## config.mk

```make
export PLATFORM = sky130hd
export DESIGN_NAME = fetch_stage_flat
export DESIGN_NICKNAME = d
export VERILOG_FILES = /design/src/rtl/fetch_stage_if.sv /design/src/rtl/fetch_stage.sv /design/src/flat_wrapper.sv
export SDC_FILE = /design/constraint.sdc
export NUM_CORES = 1
export LEC_CHECK = 0
export ABC_AREA = 1
export CORE_MARGIN = 2
export CORE_UTILIZATION = 45
export CTS_BUF_LIST = sky130_fd_sc_hd__clkbuf_4 sky130_fd_sc_hd__clkbuf_8
export DETAILED_ROUTE_END_ITERATION = 16
export PLACE_DENSITY = 0.84
export SLEW_MARGIN = 20
export SYNTH_ARGS = -nofsm -noshare
export SYNTH_HDL_FRONTEND = slang
export SYNTH_SLANG_ARGS = --single-unit
```

## constraint.sdc

```tcl
create_clock -name clk -period 2.2 [get_ports clk]
set_input_delay 0.22 -clock clk [delete_from_list [all_inputs] [get_ports clk]]
set_output_delay 0.22 -clock clk [all_outputs]
set_load 0.05 [all_outputs]
```

## src/rtl/fetch_stage_if.sv

```systemverilog
// fetch_stage_if
// Groups the fetch stage's pipeline-control, instruction-memory and IF/ID
// signals into one bundle. Clock and reset are not part of the bundle.
//
// Signals (direction as seen from the fetch stage, modport master):
//   stall         in   hazard unit: hold PC and IF/ID
//   flush         in   kill the IF/ID contents this cycle
//   branch_taken  in   EX-stage branch redirect
//   branch_target in   branch destination
//   jump          in   ID-stage jump redirect
//   jump_target   in   jump destination
//   imem_pc       out  byte address to instruction memory
//   imem_instr    in   instruction word returned for imem_pc
//   ifid_instr    out  latched instruction
//   ifid_pc       out  address of the latched instruction
//   ifid_pc4      out  ifid_pc + 4
//   ifid_valid    out  IF/ID holds a real instruction
//   fetch_fault   out  sticky illegal-fetch flag
//   fault_pc      out  first faulting PC
//   fetch_count   out  number of valid instructions loaded into IF/ID
// The slave modport is the surrounding pipeline / memory view.
interface fetch_stage_if;
    logic        stall;
    logic        flush;
    logic        branch_taken;
    logic [31:0] branch_target;
    logic        jump;
    logic [31:0] jump_target;
    logic [31:0] imem_pc;
    logic [31:0] imem_instr;
    logic [31:0] ifid_instr;
    logic [31:0] ifid_pc;
    logic [31:0] ifid_pc4;
    logic        ifid_valid;
    logic        fetch_fault;
    logic [31:0] fault_pc;
    logic [31:0] fetch_count;

    modport master (
        input  stall, flush, branch_taken, branch_target, jump, jump_target,
        input  imem_instr,
        output imem_pc, ifid_instr, ifid_pc, ifid_pc4, ifid_valid,
        output fetch_fault, fault_pc, fetch_count
    );

    modport slave (
        output stall, flush, branch_taken, branch_target, jump, jump_target,
        output imem_instr,
        input  imem_pc, ifid_instr, ifid_pc, ifid_pc4, ifid_valid,
        input  fetch_fault, fault_pc, fetch_count
    );
endinterface

```

## src/rtl/fetch_stage.sv

```systemverilog
// fetch_stage
// Instruction-fetch stage. Owns the program counter, presents it to the
// instruction memory combinationally and latches the returned word into the
// IF/ID pipeline register. It handles stall, flush, branch/jump redirects and
// illegal fetch addresses (misaligned or past the end of memory).
//
// Ports:
//   clk    rising-edge clock
//   rst_n  asynchronous active-low reset
//   bus    fetch_stage_if.master (control inputs, memory port, IF/ID outputs)
module fetch_stage #(
    parameter logic [31:0] RESET_PC   = 32'h0000_0000,
    parameter int unsigned IMEM_BYTES = 60,
    parameter logic [31:0] NOP_WORD   = 32'h0000_0000
) (
    input  logic          clk,
    input  logic          rst_n,
    fetch_stage_if.master bus
);

    localparam logic [31:0] LAST_PC = 32'(IMEM_BYTES - 4);

    logic [31:0] pc;
    logic [31:0] pc_plus4;
    logic [31:0] next_pc;
    logic        illegal;
    logic        redirect;
    logic        load;

    logic [31:0] ifid_instr;
    logic [31:0] ifid_pc;
    logic [31:0] ifid_pc4;
    logic        ifid_valid;
    logic        fetch_fault;
    logic [31:0] fault_pc;
    logic [31:0] fetch_count;

    // Fetch address decode: a redirect comes from an older instruction, so
    // it outranks both stall and an illegal current PC. An illegal PC halts
    // fetching until something redirects it.
    always_comb begin
        pc_plus4 = pc + 32'd4;
        illegal  = (pc[1:0] != 2'b00) || (pc > LAST_PC);
        redirect = bus.branch_taken || bus.jump;
        load     = !redirect && !bus.flush && !bus.stall && !illegal;
        next_pc  = pc_plus4;
        if (bus.branch_taken)
            next_pc = bus.branch_target;
        else if (bus.jump)
            next_pc = bus.jump_target;
        else if (bus.stall || illegal)
            next_pc = pc;
    end

    // Program counter register.
    always_ff @(posedge clk or negedge rst_n) begin
        if (!rst_n)
            pc <= RESET_PC;
        else
            pc <= next_pc;
    end

    // IF/ID register. A bubble keeps ifid_pc/ifid_pc4 unchanged and only
    // invalidates the slot; a stall without redirect or flush freezes it.
    always_ff @(posedge clk or negedge rst_n) begin
        if (!rst_n) begin
            ifid_instr <= NOP_WORD;
            ifid_pc    <= 32'd0;
            ifid_pc4   <= 32'd0;
            ifid_valid <= 1'b0;
        end else if (redirect || bus.flush) begin
            ifid_instr <= NOP_WORD;
            ifid_valid <= 1'b0;
        end else if (bus.stall) begin
            ifid_instr <= ifid_instr;
        end else if (illegal) begin
            ifid_instr <= NOP_WORD;
            ifid_valid <= 1'b0;
        end else begin
            ifid_instr <= bus.imem_instr;
            ifid_pc    <= pc;
            ifid_pc4   <= pc_plus4;
            ifid_valid <= 1'b1;
        end
    end

    // Sticky fault record: only the first illegal PC seen without a redirect
    // is kept; the flag clears only on reset.
    always_ff @(posedge clk or negedge rst_n) begin
        if (!rst_n) begin
            fetch_fault <= 1'b0;
            fault_pc    <= 32'd0;
        end else if (illegal && !redirect && !fetch_fault) begin
            fetch_fault <= 1'b1;
            fault_pc    <= pc;
        end
    end

    // Count of real instructions delivered into IF/ID.
    always_ff @(posedge clk or negedge rst_n) begin
        if (!rst_n)
            fetch_count <= 32'd0;
        else if (load)
            fetch_count <= fetch_count + 32'd1;
    end

    assign bus.imem_pc     = pc;
    assign bus.ifid_instr  = ifid_instr;
    assign bus.ifid_pc     = ifid_pc;
    assign bus.ifid_pc4    = ifid_pc4;
    assign bus.ifid_valid  = ifid_valid;
    assign bus.fetch_fault = fetch_fault;
    assign bus.fault_pc    = fault_pc;
    assign bus.fetch_count = fetch_count;

endmodule

```

## src/flat_wrapper.sv

```systemverilog
// flat-port wrapper written by rule: the top's interface ports become plain ports
module fetch_stage_flat 
#(
    parameter logic [31:0] RESET_PC   = 32'h0000_0000,
    parameter int unsigned IMEM_BYTES = 60,
    parameter logic [31:0] NOP_WORD   = 32'h0000_0000
)
  (clk, rst_n, bus_stall, bus_flush, bus_branch_taken, bus_branch_target, bus_jump, bus_jump_target, bus_imem_instr, bus_imem_pc, bus_ifid_instr, bus_ifid_pc, bus_ifid_pc4, bus_ifid_valid, bus_fetch_fault, bus_fault_pc, bus_fetch_count);
  fetch_stage_if bus_i ();
  input  logic clk;
  input  logic rst_n;
  input wire logic [$bits(bus_i.stall)-1:0] bus_stall;
  input wire logic [$bits(bus_i.flush)-1:0] bus_flush;
  input wire logic [$bits(bus_i.branch_taken)-1:0] bus_branch_taken;
  input wire logic [$bits(bus_i.branch_target)-1:0] bus_branch_target;
  input wire logic [$bits(bus_i.jump)-1:0] bus_jump;
  input wire logic [$bits(bus_i.jump_target)-1:0] bus_jump_target;
  input wire logic [$bits(bus_i.imem_instr)-1:0] bus_imem_instr;
  output wire logic [$bits(bus_i.imem_pc)-1:0] bus_imem_pc;
  output wire logic [$bits(bus_i.ifid_instr)-1:0] bus_ifid_instr;
  output wire logic [$bits(bus_i.ifid_pc)-1:0] bus_ifid_pc;
  output wire logic [$bits(bus_i.ifid_pc4)-1:0] bus_ifid_pc4;
  output wire logic [$bits(bus_i.ifid_valid)-1:0] bus_ifid_valid;
  output wire logic [$bits(bus_i.fetch_fault)-1:0] bus_fetch_fault;
  output wire logic [$bits(bus_i.fault_pc)-1:0] bus_fault_pc;
  output wire logic [$bits(bus_i.fetch_count)-1:0] bus_fetch_count;
  assign bus_i.stall = bus_stall;
  assign bus_i.flush = bus_flush;
  assign bus_i.branch_taken = bus_branch_taken;
  assign bus_i.branch_target = bus_branch_target;
  assign bus_i.jump = bus_jump;
  assign bus_i.jump_target = bus_jump_target;
  assign bus_i.imem_instr = bus_imem_instr;
  assign bus_imem_pc = bus_i.imem_pc;
  assign bus_ifid_instr = bus_i.ifid_instr;
  assign bus_ifid_pc = bus_i.ifid_pc;
  assign bus_ifid_pc4 = bus_i.ifid_pc4;
  assign bus_ifid_valid = bus_i.ifid_valid;
  assign bus_fetch_fault = bus_i.fetch_fault;
  assign bus_fault_pc = bus_i.fault_pc;
  assign bus_fetch_count = bus_i.fetch_count;
  fetch_stage #(.RESET_PC(RESET_PC), .IMEM_BYTES(IMEM_BYTES), .NOP_WORD(NOP_WORD)) u_core (.clk(clk), .rst_n(rst_n), .bus(bus_i));
endmodule
```

==> flow_summary.toml, run 1 <==
[pwr]
p_sw_mw = 2.57
p_comb_share_pct = 19.9
totalPowerFinal_mw = 7.64
pwr-share-seq_pct = 49.0
sw_frac_of_total_pct = 33.6
ir_drop_mv = 0.379
p_clk_share_pct = 31.1
power.density_nw_per_um2 = 572
p_int_mw = 5.07
p_leak_nw = 6.47

[timing]
setup_viol = 0
setup-tns-final_ps = 0
worst_pin_slew_ps = 602
grt_setup_unrepaired = "yes"
drv_slew = 0
min_period_ps = 2140
fmax_mhz = 467
clock_skew_ps = 21.8
finalCritPeriodShare_pct = 97.3
hold_viol = 0
slew_headroom_pct = 59.7

[route]
via_per_inst = 5.03
drt_iter0_markers = 740
ant_nets = 0
wl_mm = 30.0
vias = 9306
wl_per_cell_um = 16.2
dr.pass1.iters = 6
drc = 0

[finish]
fin_cells = 1850
drive_above_1_share_pct = 6.46
layout_commonest_cell = "nand2_1"
nNetsFinal = 1672
regArea_um2 = 4800
final_cell_mix = "434 x nand2_1, 294 x clkdlybuf4s50_1, 192 x dfrtp_1"
antenna_cells = 0
area_growth_syn_to_layout_pct = 41.6
nFillCells = 1750
postLayoutCellArea_um2 = 13400
multi_input_area_um2 = 3860

[grt]
grt_pass1_vias = 8840
grt_pass1_wl_mm = 47.0
track_usage_pct = 27.2
grt_remaining_overflow = 0
antenna_found_initial = 1
grt_max_degree = 62

[setup_path]
crit_buf_inv = 1
path_cells = "clkdlybuf4s50_1"
cp-start-kind = "flip-flop"
crit_path_top_delay_cell = "clkdlybuf4s50_1"
path_depth = 1
r2r_start = "u_core.bus.imem_pc[22]"
cp_data_required_time_ps = 1980
reg2reg_depth = 8
startpoint = "u_core.bus.fetch_count[0]"
path_max_fanout = 8
endpoint_kind = "output pin"
cpPeakStageDelay_ps = 870
critPathKind = "reg -> out"
cpLargestDelayFamily = "buffers and inverters"
critPathArrivalTime_ps = 1920

[clock_tree]
cts_tree = "done"
clock_sinks = 192
clock_latency_ps = 490
clock_path_buffers = 2
post-cts-setup-buffers = 0
cts_made_buffers = 17
clkTransAtPathRegs_ps = 120
root_buffer = "clkbuf_8"
cts_max_level = 4

[yosys]
synthArstFlopShare_pct = 100
synth_edf_count = 0
ys_warn_count = 0
synth_fp_nets = 1367
ys_seq_elements = 192
synth_top_area_cell = "dfrtp_1"
ys.flop_type = "dfrtp_1"
syn-cell-area_um2 = 9440
synthCells = 1262
synth_area_leaders = "dfrtp_1 51%, nand2_1 17%, nor2_1 6.4%"
yosysSeqAreaShare_pct = 50.9
yosys.cell_types.count = 31
synth_top_area_share_pct = 50.9
syn_avg_cell_area_um2 = 7.48

[floorplanning]
num_rows = 52
die_area_um2 = 22200
fp.dieH_um = 149
initial_core_util_pct = 46.2
core_um2 = 20400
boundaryPins = 296
die_w_um = 149

[placement]
place_inst = 1817
dpl-instance-area_um2 = 12900
gp_congestion = 0.953
place_hpwl_mm = 23.2
port_buffers = 295

[min_path]
hold_path.class = "in -> async"

[job]
maxCapViolations = 0

[status]
status = "finished clean"
==> cell type report <==
class                   instances  area share [%]
repair buffers                339            25.6
flip-flops and latches        192            36.0
well taps                     270            2.53
multi-input cells             879            28.9
clock inverters                15            1.42
clock buffers                  17            1.75
inverters                     138            3.90
==> cell families (layout without fill, tap and decap cells) <==
family	Yosys count	in the layout	synth area share (%)
flops	192	192	50.9
fa+ha+maj	3	3	0.398
compound gates	113	113	6.30
simple gates	742	742	32.1
buf+inv	191	509	8.34
xor+xnor	21	21	1.95
==> registers in the layout, summed over array words and instances (netlist names) <==
| name | cells |
|---|---|
| u_core.bus.ifid_pc4 | 32 |
| u_core.bus.fault_pc | 32 |
| u_core.bus.ifid_instr | 32 |
| u_core.bus.ifid_valid | 1 |
| u_core.bus.fetch_fault | 1 |
| u_core.bus.imem_pc | 32 |
| u_core.bus.fetch_count | 32 |
| u_core.bus.ifid_pc | 30 |
==> per-layer routing <==
metal | share of wire [%] | GRT usage, % | vias up
met3 | 6.9 | 4.68 | 52
met1 | 41 | 35.5 | 4346
met4 | 2.6 | 8.81 | 2
met5 | 0.037 | 0 | -
li1 | - | - | 4537
met2 | 49 | 46.3 | 369
==> synthesized netlist by cell type, types with 9 or more instances <==
master	number
nand2_1	434
dfrtp_1	192
nor2_1	162
inv_1	122
nand3_1	105
o21ai_0	70
a21oi_1	21
clkbuf_1	21
buf_2	20
xor2_1	18
inv_2	14
nor3_1	12
buf_4	10
nand4_1	10
o22ai_1	9
==> final timing paths <==
| check | endpoint | slack, ps |
|---|---|---|
| worst max register to register | u_core.bus.ifid_pc[23] | 120 |
| worst max-delay path | bus_fetch_count[0] | 60 |
| worst min-delay path | u_core.bus.fetch_count[2] | 230 |
| worst min register to register | u_core.bus.fault_pc[8] | 500 |
| min in group clk | u_core.bus.ifid_instr[28] | 260 |
| max in group asynchronous | u_core.bus.ifid_instr[1] | 1220 |
==> power groups by stage <==
stage,Combinational (mW),Clock (mW),Sequential (mW)
floorplan,0.426,0,4.16
detailed placement,1.52,0,3.81
global route,1.63,2.56,3.76
CTS,1.52,2.43,3.74
finish,1.52,2.38,3.74
global placement,1.50,0,3.81
==> stage by stage <==
stage / utilization, % / hold slack [ps] / worst slack, ps
detailed placement: 63.3 / 197 / 201
global placement: 63.3 / 191 / 233
CTS: 65.4 / 223 / 38.3
finish: 65.4 / 227 / 59.4
global route: 65.4 / 255 / -21.1
floorplan: - / -75.6 / 166
==> what timing repair did <==
action	in CTS	in global routing
hold buffers	1	0
gates resized for setup	0	3
endpoints found under the hold margin	50	0
setup endpoints to repair	0	15
Power figures use the tool's default switching activity.
==> run 2, diff against run 1 <==
Settings changed: GPL_TIMING_DRIVEN set to 0, SKIP_CTS_REPAIR_TIMING set to 1.
==> flow_summary.toml, run 2 (same netlist as run 1, synthesis figures left out) <==
[status]
status = "finished clean"

[route]
dr.pass1.iters = 7
via_per_inst = 5.09
vias = 9490
drc = 0
wl_mm = 31.2
ant_nets = 0
drt_iter0_markers = 656
wl_per_cell_um = 16.8

[timing]
min_period_ps = 2140
worst_pin_slew_ps = 707
worst_slack_ps = 64.4
hold_viol = 0
clock_skew_ps = 24.0
fmax_mhz = 468
drv_slew = 0
setup-tns-final_ps = 0
setup_viol = 0
holdWs_ps = 155
finalCritPeriodShare_pct = 97.1
slew_headroom_pct = 52.9

[setup_path]
critPathArrivalTime_ps = 2500
endpoint_kind = "flip-flop"
crit_path_top_delay_cell = "dfrtp_1"
cp-start-kind = "flip-flop"
path_cells = "inv_1, nand2_1, nor2_1, nand2_1, nor2_2, nand2_1, nor2_4, inv_2, buf_2, buf_6, nand2_1, nand2_1"
startpoint = "u_core.bus.imem_pc[23]"
path_max_fanout = 10
crit_buf_inv = 4
critPathKind = "reg -> reg"
r2r_start = "u_core.bus.imem_pc[23]"
cp_data_required_time_ps = 2560
cpLargestDelayFamily = "simple AND/OR/NAND/NOR gates"
crit_top_cell = "nand2_1"
cpPeakStageDelay_ps = 460

[floorplanning]
boundaryPins = 296
initial_core_util_pct = 46.2
die_area_um2 = 22200
core_um2 = 20400
num_rows = 52
fp.dieH_um = 149
die_w_um = 149

[clock_tree]
cts_tree = "done"
clock_latency_ps = 480
clock_sinks = 192
root_buffer = "clkbuf_8"
clkTransAtPathRegs_ps = 110
clock_path_buffers = 2
cts_max_level = 4
cts_made_buffers = 17

[finish]
area_growth_syn_to_layout_pct = 40.5
final_cell_mix = "433 x nand2_1, 293 x clkdlybuf4s50_1, 190 x dfrtp_1"
nNetsFinal = 1683
postLayoutCellArea_um2 = 13300
final_util_pct = 64.9
drive_above_1_share_pct = 6.47
layout_commonest_cell = "nand2_1"

[placement]
gp_congestion = 1.00
place_hpwl_mm = 24.2
dpl-instance-area_um2 = 12800
port_buffers = 294
dp_slack_ps = -287

[pwr]
sw_frac_of_total_pct = 32.8
p_sw_mw = 2.49
power.density_nw_per_um2 = 573
p_int_mw = 5.11
p_clk_share_pct = 31.5
ir_drop_mv = 0.321
p_comb_share_pct = 18.7
pwr-share-seq_pct = 49.8
p_leak_nw = 6.40

[min_path]
hold_path.class = "in -> reg"
hp-start = "bus_stall"

[job]
maxCapViolations = 0

[grt]
antenna_found_initial = 2
grt_max_degree = 101
grt_pass1_wl_mm = 48.5
track_usage_pct = 28.3
grt_remaining_overflow = 0
grt_pass1_vias = 9219
==> run 2: changes by cell type in the layout (fill, tap and decap cells not counted), moves of 3 or more <==
| cell | before | now |
|---|---|---|
| buf_4 | 32 | 11 |
| clkbuf_1 | 0 | 18 |
| buf_12 | 10 | 0 |
| buf_2 | 0 | 10 |
| clkbuf_4 | 0 | 10 |
| clkinv_8 | 7 | 3 |
| nor2_1 | 162 | 158 |
| clkbuf_2 | 0 | 3 |
| nor2_2 | 0 | 3 |
==> run 2: final cells by class <==
| cell class | instances | area (um2) |
|---|---|---|
| fill | 1746 | 7170 |
| sequential | 192 | 4810 |
| clock inverter | 14 | 168 |
| tap | 270 | 338 |
| clock buffer | 18 | 241 |
| multi-input combinational | 879 | 3880 |
| buffer | 53 | 305 |
| timing repair buffer | 297 | 2990 |
| antenna | 2 | 5.00 |
| inverter | 138 | 518 |
==> run 2: per-stage QoR <==
| step | instances | total power [mW] |
|---|---|---|
| 6_report | 1863 | 7.60 |
| 5_1_grt | 1862 | 7.91 |
| 4_1_cts | 1859 | 7.62 |
| 3_5_place_dp | 1827 | 5.26 |
| 3_3_place_gp | 1826 | 5.24 |
| 2_1_floorplan | 1262 | 4.58 |
==> run 2: tightest hold or removal path: cells and delay by family <==
family / cells / cell delay (ps)
buf+inv: 1 / 190
simple gates: 2 / 190
==> run 2: power by group through the flow <==
stage | clock [mW] | sequential (mW) | combinational (mW)
2_1_floorplan | 0 | 4.16 | 0.426
3_3_place_gp | 0 | 3.86 | 1.38
3_5_place_dp | 0 | 3.85 | 1.40
4_1_cts | 2.43 | 3.79 | 1.41
5_1_grt | 2.57 | 3.81 | 1.53
6_report | 2.39 | 3.79 | 1.42
==> run 2: path summary, 6_finish.rpt <==
| path | endpoint | slack, ps | cells past startpoint |
|---|---|---|---|
| setup / recovery | u_core.bus.fetch_count[24] | 60 | 12 |
| hold / removal | u_core.bus.ifid_instr[0] | 160 | 3 |
| setup reg to reg | u_core.bus.fetch_count[24] | 60 | 12 |
| hold reg to reg | u_core.bus.fault_pc[2] | 500 | 2 |
| max in group asynchronous | u_core.bus.imem_pc[2] | 920 | 3 |
| min in group asynchronous | u_core.bus.fetch_count[7] | 340 | 2 |
==> run 2: metal layers <==
metal  track usage (%)  wire (um)  vias to the layer above
met5                 0         13                        -
met2              47.2      15200                      443
met3              5.44       2470                       70
met1              36.8      12600                     4405
li1                  -          -                     4570
met4              10.5        964                        2
